--- src/rtl/arb_pkg.sv ---
// Shared constants and state encoding for the 8-way round-robin arbiter.
package arb_pkg;

    localparam int unsigned N      = 8;
    localparam int unsigned IDW    = 3;
    localparam int unsigned HOLD_W = 5;

    typedef enum logic {
        StIdle,
        StGrant
    } state_e;

endpackage

--- src/rtl/rr_pick.sv ---
// Rotated priority pick: lowest requester index at or after ptr, in circular order.
module rr_pick
    import arb_pkg::*;
(
    input  logic [N-1:0]   req,
    input  logic [IDW-1:0] ptr,
    output logic           any,
    output logic [IDW-1:0] idx
);

    logic [N-1:0]   w_rot;
    logic [IDW-1:0] w_off;

    // Bit j of w_rot is req[(j + ptr) mod N], so bit 0 is the current pointer.
    assign w_rot = N'({req, req} >> ptr);
    assign any   = |req;

    always_comb begin
        w_off = '0;
        for (int i = N - 1; i >= 0; i--) begin
            if (w_rot[i]) begin
                w_off = IDW'(i);
            end
        end
    end

    assign idx = w_off + ptr;

endmodule

--- src/rtl/rr_arbiter8.sv ---
// Round-robin arbiter for 8 requesters; grant held until the owner drops req.
// Optional forced release after MAX_HOLD cycles when ARB_TIMEOUT_EN is defined.
module rr_arbiter8 #(
    parameter int unsigned N        = arb_pkg::N,
    parameter int unsigned IDW      = arb_pkg::IDW,
    parameter int unsigned MAX_HOLD = 16
) (
    input  logic                      clk,
    input  logic                      rst_n,
    input  logic [N-1:0]              req,
    output logic [N-1:0]              grant,
    output logic [IDW-1:0]            grant_id,
    output logic                      grant_valid,
    output logic [arb_pkg::HOLD_W-1:0] hold_cnt,
    output logic                      timeout
);

    import arb_pkg::*;

    if (N != 8 || IDW != 3 || MAX_HOLD < 1 || MAX_HOLD > 32) begin : g_bad_cfg
        $error("rr_arbiter8: unsupported configuration");
    end

    localparam logic [HOLD_W-1:0] HoldSat = '1;

    state_e            r_state, w_state_d;
    logic [N-1:0]      r_grant, w_grant_d;
    logic [IDW-1:0]    r_grant_id, w_grant_id_d;
    logic [IDW-1:0]    r_ptr, w_ptr_d;
    logic [HOLD_W-1:0] r_hold_cnt, w_hold_cnt_d;
    logic              w_any;
    logic [IDW-1:0]    w_idx;
`ifdef ARB_TIMEOUT_EN
    logic              r_timeout, w_timeout_d;
`endif

    rr_pick u_pick (
        .req (req),
        .ptr (r_ptr),
        .any (w_any),
        .idx (w_idx)
    );

    always_comb begin
        w_state_d    = r_state;
        w_grant_d    = r_grant;
        w_grant_id_d = r_grant_id;
        w_ptr_d      = r_ptr;
        w_hold_cnt_d = r_hold_cnt;
`ifdef ARB_TIMEOUT_EN
        w_timeout_d  = 1'b0;
`endif
        unique case (r_state)
            StIdle: begin
                if (w_any) begin
                    w_state_d    = StGrant;
                    w_grant_d    = N'(1) << w_idx;
                    w_grant_id_d = w_idx;
                    w_hold_cnt_d = '0;
                end
            end
            StGrant: begin
                // Only the owner's request bit matters here; no preemption.
                if (!req[r_grant_id]) begin
                    w_state_d    = StIdle;
                    w_grant_d    = '0;
                    w_hold_cnt_d = '0;
                    w_ptr_d      = r_grant_id + IDW'(1);
`ifdef ARB_TIMEOUT_EN
                end else if (r_hold_cnt == HOLD_W'(MAX_HOLD - 1)) begin
                    w_state_d    = StIdle;
                    w_grant_d    = '0;
                    w_hold_cnt_d = '0;
                    w_ptr_d      = r_grant_id + IDW'(1);
                    w_timeout_d  = 1'b1;
`endif
                end else if (r_hold_cnt != HoldSat) begin
                    w_hold_cnt_d = r_hold_cnt + HOLD_W'(1);
                end
            end
            default: w_state_d = StIdle;
        endcase
    end

    always_ff @(posedge clk or negedge rst_n) begin
        if (!rst_n) begin
            r_state    <= StIdle;
            r_grant    <= '0;
            r_grant_id <= '0;
            r_ptr      <= '0;
            r_hold_cnt <= '0;
        end else begin
            r_state    <= w_state_d;
            r_grant    <= w_grant_d;
            r_grant_id <= w_grant_id_d;
            r_ptr      <= w_ptr_d;
            r_hold_cnt <= w_hold_cnt_d;
        end
    end

`ifdef ARB_TIMEOUT_EN
    always_ff @(posedge clk or negedge rst_n) begin
        if (!rst_n) begin
            r_timeout <= 1'b0;
        end else begin
            r_timeout <= w_timeout_d;
        end
    end

    assign timeout = r_timeout;
`else
    assign timeout = 1'b0;
`endif

    assign grant       = r_grant;
    assign grant_id    = r_grant_id;
    assign grant_valid = |r_grant;
    assign hold_cnt    = r_hold_cnt;

endmodule

--- config.mk ---
export PLATFORM = sky130hd
export DESIGN_NAME = rr_arbiter8
export DESIGN_NICKNAME = d
export VERILOG_FILES = /design/src/rtl/arb_pkg.sv /design/src/rtl/rr_pick.sv /design/src/rtl/rr_arbiter8.sv
export SDC_FILE = /design/constraint.sdc
export NUM_CORES = 1
export LEC_CHECK = 0
export BUFFER_PORTS_ARGS = -buffer_cell sky130_fd_sc_hd__buf_2
export CAP_MARGIN = 20
export CELL_PAD_IN_SITES_DETAIL_PLACEMENT = 2
export CELL_PAD_IN_SITES_GLOBAL_PLACEMENT = 2
export CORE_ASPECT_RATIO = 0.9
export CORE_MARGIN = 2
export CORE_UTILIZATION = 36
export DETAILED_ROUTE_END_ITERATION = 6
export PLACE_DENSITY_LB_ADDON = 0.2
export SLEW_MARGIN = 20
export SYNTH_ARGS = -nofsm -noshare
export SYNTH_HDL_FRONTEND = slang
export SYNTH_SLANG_ARGS = --single-unit
--- constraint.sdc ---
create_clock -name clk -period 5.6 [get_ports clk]
set_clock_uncertainty 0.1 [all_clocks]
set_input_delay 0.84 -clock clk [delete_from_list [all_inputs] [get_ports clk]]
set_output_delay 0.84 -clock clk [all_outputs]
set_load 0.02 [all_outputs]
==> metrics.yaml, run 1 <==
route:
  vias: 1400
  avgRoutedWirePerCell_microns: 19.3
  detail-route-antenna-nets: 0
  drt-total-wl_microns: 4450
  drtPass1Iterations: 4
  drtIter0Drc: 112
  drc: 0
  vias_per_cell: 6.06
cts:
  cts_tree: "done"
  cts.repair.resized: 0
  h-tree-depth: 1
  clock_sinks: 20
  cts_setup_buffers: 0
  cts_made_buffers: 3
  clockBufferDepth: 2
  clock_latency_ns: 0.26
  root_buffer: "clkbuf_8"
  cts.clk_slew.worst_paths_ns: 0.07
  hold_buffers: 0
worst_setup_path:
  rr_endpoint: "grant[0]"
  cp.required_ns: 5.65
  cp.arrival_ns: 3.52
  crit_path_end_kind: "flip-flop"
  critical_path_class: "reg2reg"
  r2r_cells: 12
  crit_path_start_kind: "flip-flop"
  cp_max_fo: 21
  crit-reg2reg-launch: "r_ptr[0]"
  rrSetupSlack_ns: 2.13
yosys:
  ys_types: 50
  synth_seq_cells: 20
  synth_async_sr_flop_share_pct: 100
  synth_seq_area_share_pct: 34.0
  netlist_area_sq_um: 1470
  synth_edf_count: 0
  syn_area_per_cell_sq_um: 9.03
  netlist_instances: 163
  ys.flop_type: "dfrtp_1"
  yosysWarnings: 0
  synth_fp_nets: 178
timing:
  setup-tns-final_ns: 0
  rsz0062_at_grt: "false"
  tightest_slew_ns: 0.801
  min_period_over_period_pct: 61.9
  final_max_slew_viol_count: 0
  finalSetupViolations: 0
  max_freq_mhz: 288
  hold_viol_final: 0
  max_slew_margin_pct: 46.6
  layout_min_cycle_time_ns: 3.47
floorplan:
  pin_count: 28
  core_sq_um: 3990
  rows: 22
  die_width_microns: 71.4
  die_area_sq_um: 4620
  initial_core_util_pct: 36.9
  dieHeight_microns: 64.7
placement:
  gp_congestion: 0.855
  hpwl_microns: 3380
  numPortBuffers: 26
pwr:
  irDropWorstVdd_uv: 287
  p_total_mw: 0.999
  power.density_nw_per_um2: 603
  p_leak_nw: 0.786
grt:
  overflow: 0
  grt_pass1_wl_microns: 7620
  grt_usage_pct: 20.8
  grt_pass1_vias: 1480
  antenna_found_initial: 0
  grt_max_degree: 22
final_layout:
  fin_nets: 200
  area_growth_pct: 12.6
  antennaDiodeCount: 0
  drive_gt1_share_pct: 21.3
  finalCoreUtilization_pct: 41.5
job:
  drv_cap: 0
min_path:
  hold_class: "in2async"
status:
  status: "finished, final reports clean"
[Yosys cell counts (3+ instances only)]
library cell / n / area share [%]
a21oi_1: 10 / 3.4
a22o_1: 5 / 3.0
a32oi_1: 3 / 1.8
and3_1: 3 / 1.3
clkbuf_1: 5 / 1.3
dfrtp_1: 20 / 34
ha_1: 4 / 3.4
inv_1: 6 / 1.5
mux2i_1: 5 / 3.4
mux4_2: 3 / 4.6
nand2_1: 24 / 6.1
nand2b_1: 5 / 2.1
nand3_1: 4 / 1.4
nor2_1: 8 / 2.0
nor3_1: 5 / 1.7
nor4_1: 3 / 1.3
o21ai_0: 9 / 3.1
o21ai_1: 3 / 1.0
[flip-flops by register name (all words and copies together) (netlist names)]
register and flops:
grant 8, hold_cnt 5, grant_id 3, r_ptr 3
r_state 1
[critical path: stages, from the launching register on]
cell	delay [ns]
dfrtp_1	0.80
nand2b_1	0.25
o21ai_0	0.09
a211o_1	0.33
a22oi_1	0.22
o21ai_0	0.11
nand2_1	0.08
ha_1	0.14
inv_1	0.05
fa_1	0.37
xnor2_1	0.35
xnor2_4	0.17
a32o_1	0.28
[worst max-delay path by stage]
stage	start	to	slack, ns	cells after the start
after floorplan	req[4]	grant[0]	2.37	13
after global routing	r_ptr[0]	grant[7]	1.81	12
after global placement	req[0]	grant[0]	2.18	13
after CTS	r_ptr[0]	grant[0]	2.12	12
after detailed placement	req[0]	grant[0]	2.06	13
final	r_ptr[0]	grant[0]	2.13	12
[layout make-up]
| class | count | area (sq um) |
|---|---|---|
| fillers | 461 | 2330 |
| multi-input cells | 128 | 903 |
| flip-flops and latches | 20 | 500 |
| repair buffers | 26 | 130 |
| well taps | 48 | 60.1 |
| clock buffers | 3 | 41.3 |
| inverters | 6 | 22.5 |
[logic make-up after synthesis]
family	Yosys count	synth area share [%]
AOI/OAI and AO/OA	49	23.6
buffers and inverters	15	4.67
and+or+nand+nor	59	19.5
xor gates and xnor gates	4	3.65
DFF	20	34.0
adders and majority gates	5	4.76
muxes	10	9.52
other	1	0.255
[report_power, final]
group	internal [mW]	total, mW	leakage [nW]	switching [mW]
Clock	0.0479	0.0927	0.0216	0.0448
Sequential	0.193	0.291	0.262	0.0974
Combinational	0.242	0.616	0.502	0.374
[cells in the final DEF, fill, tap and decap left out, types with 3 or more instances in the layout]
master and count:
mux4_2 3, nor3_1 5, inv_1 6, a21oi_1 10
nor4_1 3, nor2_1 8, a32oi_1 3, ha_1 4
a22o_1 5, o21ai_1 3, nand2_1 24, mux2i_1 5
buf_2 26, nand3_1 4, clkbuf_8 3, nand2b_1 5
o21ai_0 9, dfrtp_1 20, and3_1 3
[layer usage]
layer  vias to the layer above  global-route usage, %  wire length, microns
met5                         -                      0                     0
met4                         0                   3.07                    29
met3                         4                   4.82                   159
met2                        27                   34.0                  2150
met1                       724                   28.8                  2110
li1                        645                      -                     -
[per-stage QoR]
| stage | area, sq um | setup WS [ns] | std cells | hold slack [ns] |
|---|---|---|---|---|
| 2_1_floorplan | 1470 | 2.37 | 163 | 0.444 |
| 3_3_place_gp | 1620 | 2.18 | 228 | 0.396 |
| 5_1_grt | 1660 | 1.81 | 231 | 0.437 |
| 6_report | 1660 | 2.13 | 231 | 0.421 |
| 4_1_cts | 1660 | 2.12 | 231 | 0.434 |
| 3_5_place_dp | 1620 | 2.06 | 228 | 0.412 |
Power figures use the tool's default switching activity.
==> run 2: changes to the inputs <==
CORE_UTILIZATION = 33   (was 36)
clock period = 3.4 ns   (was 5.6 ns; I/O delays follow)
==> run 2 against run 1 <==
Die area is 8.5% higher; clock-buffer cell count stayed put; critical endpoint unchanged; non-clock buffer count is 3 higher; global-route usage is 0.63 points lower.
==> metrics.yaml, run 2 (synthesis gave the netlist of run 1 again) <==
status:
  status: "finished, final reports clean"
route:
  vias_per_cell: 5.56
  vias: 1385
  avgRoutedWirePerCell_microns: 19.2
  drt-total-wl_microns: 4770
  detail-route-antenna-nets: 0
  drc: 0
  drtPass1Iterations: 4
  drtIter0Drc: 64
worst_setup_path:
  cp_max_fo: 18
  critical-path-top-delay-family: "compound AO/OA/AOI/OAI gates"
  cp.required_ns: 3.45
  worst_path_max_delay_cell: "dfrtp_2"
  cp_num_cells: 12
  r2r_cells: 12
  cp_slowest_stage_delay_ns: 0.54
  cpMostUsedCell: "o21ai_0"
  rrSetupSlack_ns: 0.32
  crit_start: "r_ptr[0]"
  crit_chain: "buf_4 > o21ai_0 > o21ai_0 > a21oi_1 > o21ai_0 > nand2_1 > ha_1 > inv_1 > fa_1 > xnor2_2 > xnor2_4 > a32o_1"
  crit_path_start_kind: "flip-flop"
  critical_path_class: "reg2reg"
  crit-reg2reg-launch: "r_ptr[0]"
  cp.arrival_ns: 3.12
  crit_buf_inv: 2
  rr_endpoint: "grant[0]"
  crit_path_end: "grant[0]"
  crit_path_end_kind: "flip-flop"
pwr:
  comb_power_share_pct: 60.5
  power_switching_share_pct: 49.1
  sequentialPowerShare_pct: 25.9
  pwr-share-clk_pct: 13.6
  switchingPower_mw: 0.873
  intPower_mw: 0.906
  p_leak_nw: 0.821
  irDropWorstVdd_uv: 383
  power.density_nw_per_um2: 1020
timing:
  final_max_slew_viol_count: 0
  tightest_slew_ns: 0.785
  layout_min_cycle_time_ns: 3.08
  setup-tns-final_ns: 0
  max_slew_margin_pct: 47.7
  rsz0062_at_grt: "false"
  min_period_over_period_pct: 90.5
  max_freq_mhz: 325
  finalSetupViolations: 0
  hold_viol_final: 0
placement:
  gp_congestion: 0.826
  placed_cells: 245
  hpwl_microns: 3650
  numPortBuffers: 26
floorplan:
  rows: 23
  core_sq_um: 4370
  die_area_sq_um: 5010
  dieHeight_microns: 67.4
  pin_count: 28
  die_width_microns: 74.4
  initial_core_util_pct: 33.7
cts:
  cts_setup_buffers: 0
  clockBufferDepth: 2
  clock_latency_ns: 0.27
  cts_tree: "done"
  root_buffer: "clkbuf_8"
  cts_made_buffers: 3
  cts.clk_slew.worst_paths_ns: 0.09
  h-tree-depth: 1
  clock_sinks: 20
final_layout:
  antennaDiodeCount: 0
  drive_gt1_share_pct: 24.1
  layout_commonest_cell: "buf_2"
  fin_nets: 203
  largest_register_ff_count: 8
  mostFrequentLayoutCells: "buf_2 (26), nand2_1 (24), dfrtp_1 (19)"
  area_growth_pct: 17.9
  stdcell_count: 249
min_path:
  hold_class: "in2async"
grt:
  antenna_found_initial: 0
  grt_max_degree: 21
  grt_pass1_wl_microns: 7690
  grt_pass1_vias: 1405
  overflow: 0
  grt_usage_pct: 20.2
job:
  drv_cap: 0
==> run 2: cell count changes in the layout (fill, tap and decap cells not counted), sizes merged <==
cell / before / now
bufinv: 0 / 1
buf: 26 / 29
==> run 2: worst min-delay path by stage <==
| stage | startpoint | end | slack (ns) | cells after the start |
|---|---|---|---|---|
| after floorplan | rst_n | grant[0] | 0.11 | 0 |
| after detailed placement | rst_n | r_ptr[2] | 0.39 | 1 |
| after global routing | rst_n | r_ptr[2] | 0.10 | 1 |
| after CTS | rst_n | r_ptr[2] | 0.09 | 1 |
| final | rst_n | r_ptr[2] | 0.07 | 1 |
| after global placement | rst_n | r_ptr[2] | 0.38 | 1 |
==> run 2: layer usage <==
layer | global-route usage, % | vias up | routed length [microns]
met5 | 0 | - | 0
met4 | 2.01 | 0 | 6
met3 | 3.28 | 2 | 119
met2 | 33.5 | 26 | 2400
met1 | 28.8 | 708 | 2250
li1 | - | 649 | -
==> run 2: power groups by stage <==
stage / registers (mW) / clock network, mW / logic, mW
2_1_floorplan: 0.447 / 0 / 0.757
3_3_place_gp: 0.446 / 0 / 1.00
3_5_place_dp: 0.461 / 0 / 1.06
4_1_cts: 0.456 / 0.250 / 1.07
5_1_grt: 0.479 / 0.259 / 1.19
6_report: 0.461 / 0.242 / 1.08
==> run 2: worst register-to-register path, stage by stage, from the launching register on <==
cell and delay, ns:
dfrtp_2 0.54, buf_4 0.21, o21ai_0 0.27, o21ai_0 0.16, a21oi_1 0.20, o21ai_0 0.12
nand2_1 0.08, ha_1 0.14, inv_1 0.05, fa_1 0.40, xnor2_2 0.24, xnor2_4 0.15
a32o_1 0.28
==> run 2: area by class of cell <==
| cell class | instances | area [sq um] |
|---|---|---|
| Fill cell | 521 | 2640 |
| Clock buffer | 3 | 41.3 |
| Timing Repair Buffer | 29 | 153 |
| Inverter | 6 | 22.5 |
| Tap cell | 62 | 77.6 |
| Sequential cell | 20 | 502 |
| Clock inverter | 1 | 30.0 |
| Multi-Input combinational cell | 128 | 911 |
==> run 2: per-stage QoR <==
| stage | worst slack [ns] | total power, mW | instance area, sq um | hold WS, ns | utilization (%) |
|---|---|---|---|---|---|
| detailed placement | 0.0979 | 1.52 | 1660 | 0.388 | 37.9 |
| global route | 0.102 | 1.93 | 1740 | 0.102 | 39.7 |
| global placement | 0.262 | 1.45 | 1660 | 0.378 | 37.9 |
| finish | 0.323 | 1.78 | 1740 | 0.0735 | 39.7 |
| CTS | 0.0670 | 1.78 | 1730 | 0.0910 | 39.5 |
| floorplan | 0.401 | 1.20 | 1470 | 0.114 | - |
==> run 2: timing repair <==
| action | CTS | global route |
|---|---|---|
| hold endpoints to repair | 0 | 0 |
| endpoints found under the setup margin | 0 | 9 |
| hold buffers | 0 | 0 |
| resized for setup | 0 | 2 |
==> run 3: changes to the inputs <==
REMOVE_ABC_BUFFERS = 1   (was default)
==> run 3 against run 2 <==
Sequential power decreased by 3%; cell count unchanged; via count grew 0.51%; worst hold slack improved by 0.022 ns; combinational power hardly changed; maximum frequency is 1.4% lower; non-clock buffer count grew 1; wire length fell by 2.3%; critical path type unchanged; largest cell class unchanged; highest routed layer unchanged.
==> metrics.yaml, run 3 (synthesis gave the netlist of run 1 again) <==
job:
  drv_cap: 0
min_path:
  hold_class: "in2async"
timing:
  finalSetupViolations: 0
  tightest_slew_ns: 0.755
  hold_viol_final: 0
  finalWorstSetupSlack_ns: 0.278
  setup-tns-final_ns: 0
  min_period_over_period_pct: 91.8
  max_freq_mhz: 320
  layout_min_cycle_time_ns: 3.12
  final_max_slew_viol_count: 0
  rsz0062_at_grt: "false"
  max_slew_margin_pct: 49.7
route:
  drc: 0
  vias: 1392
  drt-total-wl_microns: 4660
  vias_per_cell: 5.59
  detail-route-antenna-nets: 0
  drtIter0Drc: 82
  drtPass1Iterations: 4
  avgRoutedWirePerCell_microns: 18.7
final_layout:
  finish.instance_area_sq_um: 1710
  antennaDiodeCount: 0
  area_growth_pct: 16.4
  largest_register_ff_count: 8
  multi_input_area_sq_um: 911
  layout_commonest_cell: "buf_2"
  finalCoreUtilization_pct: 39.2
  drive_gt1_share_pct: 24.1
  fin_nets: 204
  mostFrequentLayoutCells: "buf_2 (26), nand2_1 (24), dfrtp_1 (19)"
  nFillCells: 510
  area.sequential_sq_um: 502
grt:
  antenna_found_initial: 0
  grt_max_degree: 21
  grt_pass1_wl_microns: 8100
  grt_usage_pct: 21.2
  grt_pass1_vias: 1486
  overflow: 0
status:
  status: "finished, final reports clean"
worst_setup_path:
  cp.arrival_ns: 3.17
  critical_path_class: "reg2reg"
  r2r_cells: 12
  worst_path_max_delay_cell: "dfrtp_2"
  rr_endpoint: "grant[0]"
  cp_max_fo: 14
  cp_slowest_stage_delay_ns: 0.52
  cp.required_ns: 3.45
  crit_chain: "nand2b_1 > o21ai_0 > a211o_1 > a22oi_1 > o21ai_0 > nand2_1 > ha_1 > inv_1 > fa_1 > xnor2_2 > xnor2_4 > a32o_1"
  crit_path_start_kind: "flip-flop"
  crit_path_end_kind: "flip-flop"
  cpMostUsedCell: "o21ai_0"
  crit-reg2reg-launch: "r_ptr[0]"
  rrSetupSlack_ns: 0.28
floorplan:
  die_width_microns: 74.4
  rows: 23
  initial_core_util_pct: 33.7
  pin_count: 28
  die_area_sq_um: 5010
  core_sq_um: 4370
  dieHeight_microns: 67.4
cts:
  cts.repair.resized: 0
  h-tree-depth: 1
  cts.clk_slew.worst_paths_ns: 0.07
  hold_buffers: 0
  cts_made_buffers: 3
  clock_latency_ns: 0.26
  clock_sinks: 20
  cts_tree: "done"
  clockBufferDepth: 2
  root_buffer: "clkbuf_8"
  cts_setup_buffers: 0
pwr:
  power_switching_share_pct: 50.8
  irDropWorstVdd_uv: 450
  power.density_nw_per_um2: 990
  p_leak_nw: 0.811
  intPower_mw: 0.836
  pwr-share-clk_pct: 9.2
  sequentialPowerShare_pct: 26.4
  switchingPower_mw: 0.862
  comb_power_share_pct: 64.4
placement:
  place_ws_ns: 0.0661
  placed_cell_area_sq_um: 1660
  numPortBuffers: 26
  gp_congestion: 0.894
  hpwl_microns: 3700
[run 3: changes by cell type in the layout (fill, tap and decap cells not counted), sizes merged]
| cell | change |
|---|---|
| bufinv | -1 |
| buf | +1 |
[run 3: routing by layer]
layer / routed length (microns) / up-vias / global-route usage [%] / part of all wire (%)
met3: 157 / 8 / 3.73 / 3.4
met4: 54 / 0 / 3.79 / 1.2
met2: 2230 / 30 / 34.1 / 48
li1: - / 650 / - / -
met5: 0 / - / 0 / 0
met1: 2220 / 704 / 30.2 / 48
[run 3: stage by stage]
step	hold slack, ns	cells	power, mW
after floorplan	0.114	154	1.17
after global placement	0.378	246	1.47
after detailed placement	0.394	246	1.55
after CTS	0.107	249	1.71
after global routing	0.114	249	1.86
final	0.0952	249	1.70
[run 3: critical path, delay by kind of cell, from the launching register on]
| family | cells | cell delay (ns) |
|---|---|---|
| and+or+nand+nor | 2 | 0.31 |
| buffers and inverters | 1 | 0.05 |
| AOI/OAI and AO/OA | 5 | 1.08 |
| xor gates and xnor gates | 2 | 0.40 |
| adders and majority gates | 2 | 0.54 |
| DFF | 1 | 0.52 |
[run 3: layout make-up]
class	count	area share, %
Sequential cell	20	29.3
Timing Repair Buffer	30	9.34
Tap cell	62	4.53
Multi-Input combinational cell	128	53.1
Inverter	6	1.31
Clock buffer	3	2.41
[run 3: power by group through the flow]
stage	Clock, mW	Sequential [mW]	Combinational (mW)
after floorplan	0	0.497	0.677
after global placement	0	0.444	1.03
final	0.155	0.448	1.09
after global routing	0.175	0.469	1.21
after detailed placement	0	0.453	1.10
after CTS	0.163	0.447	1.10
[run 3: how the worst max path moves through the flow]
stage | end | slack, ns | from | cells after the start
detailed placement | grant[0] | 0.07 | r_ptr[0] | 12
CTS | grant[0] | 0.05 | r_ptr[0] | 12
global placement | grant[0] | 0.24 | r_ptr[0] | 12
global route | grant[0] | 0.07 | r_ptr[0] | 12
finish | grant[0] | 0.28 | r_ptr[0] | 12
floorplan | grant[0] | 0.36 | r_ptr[0] | 12
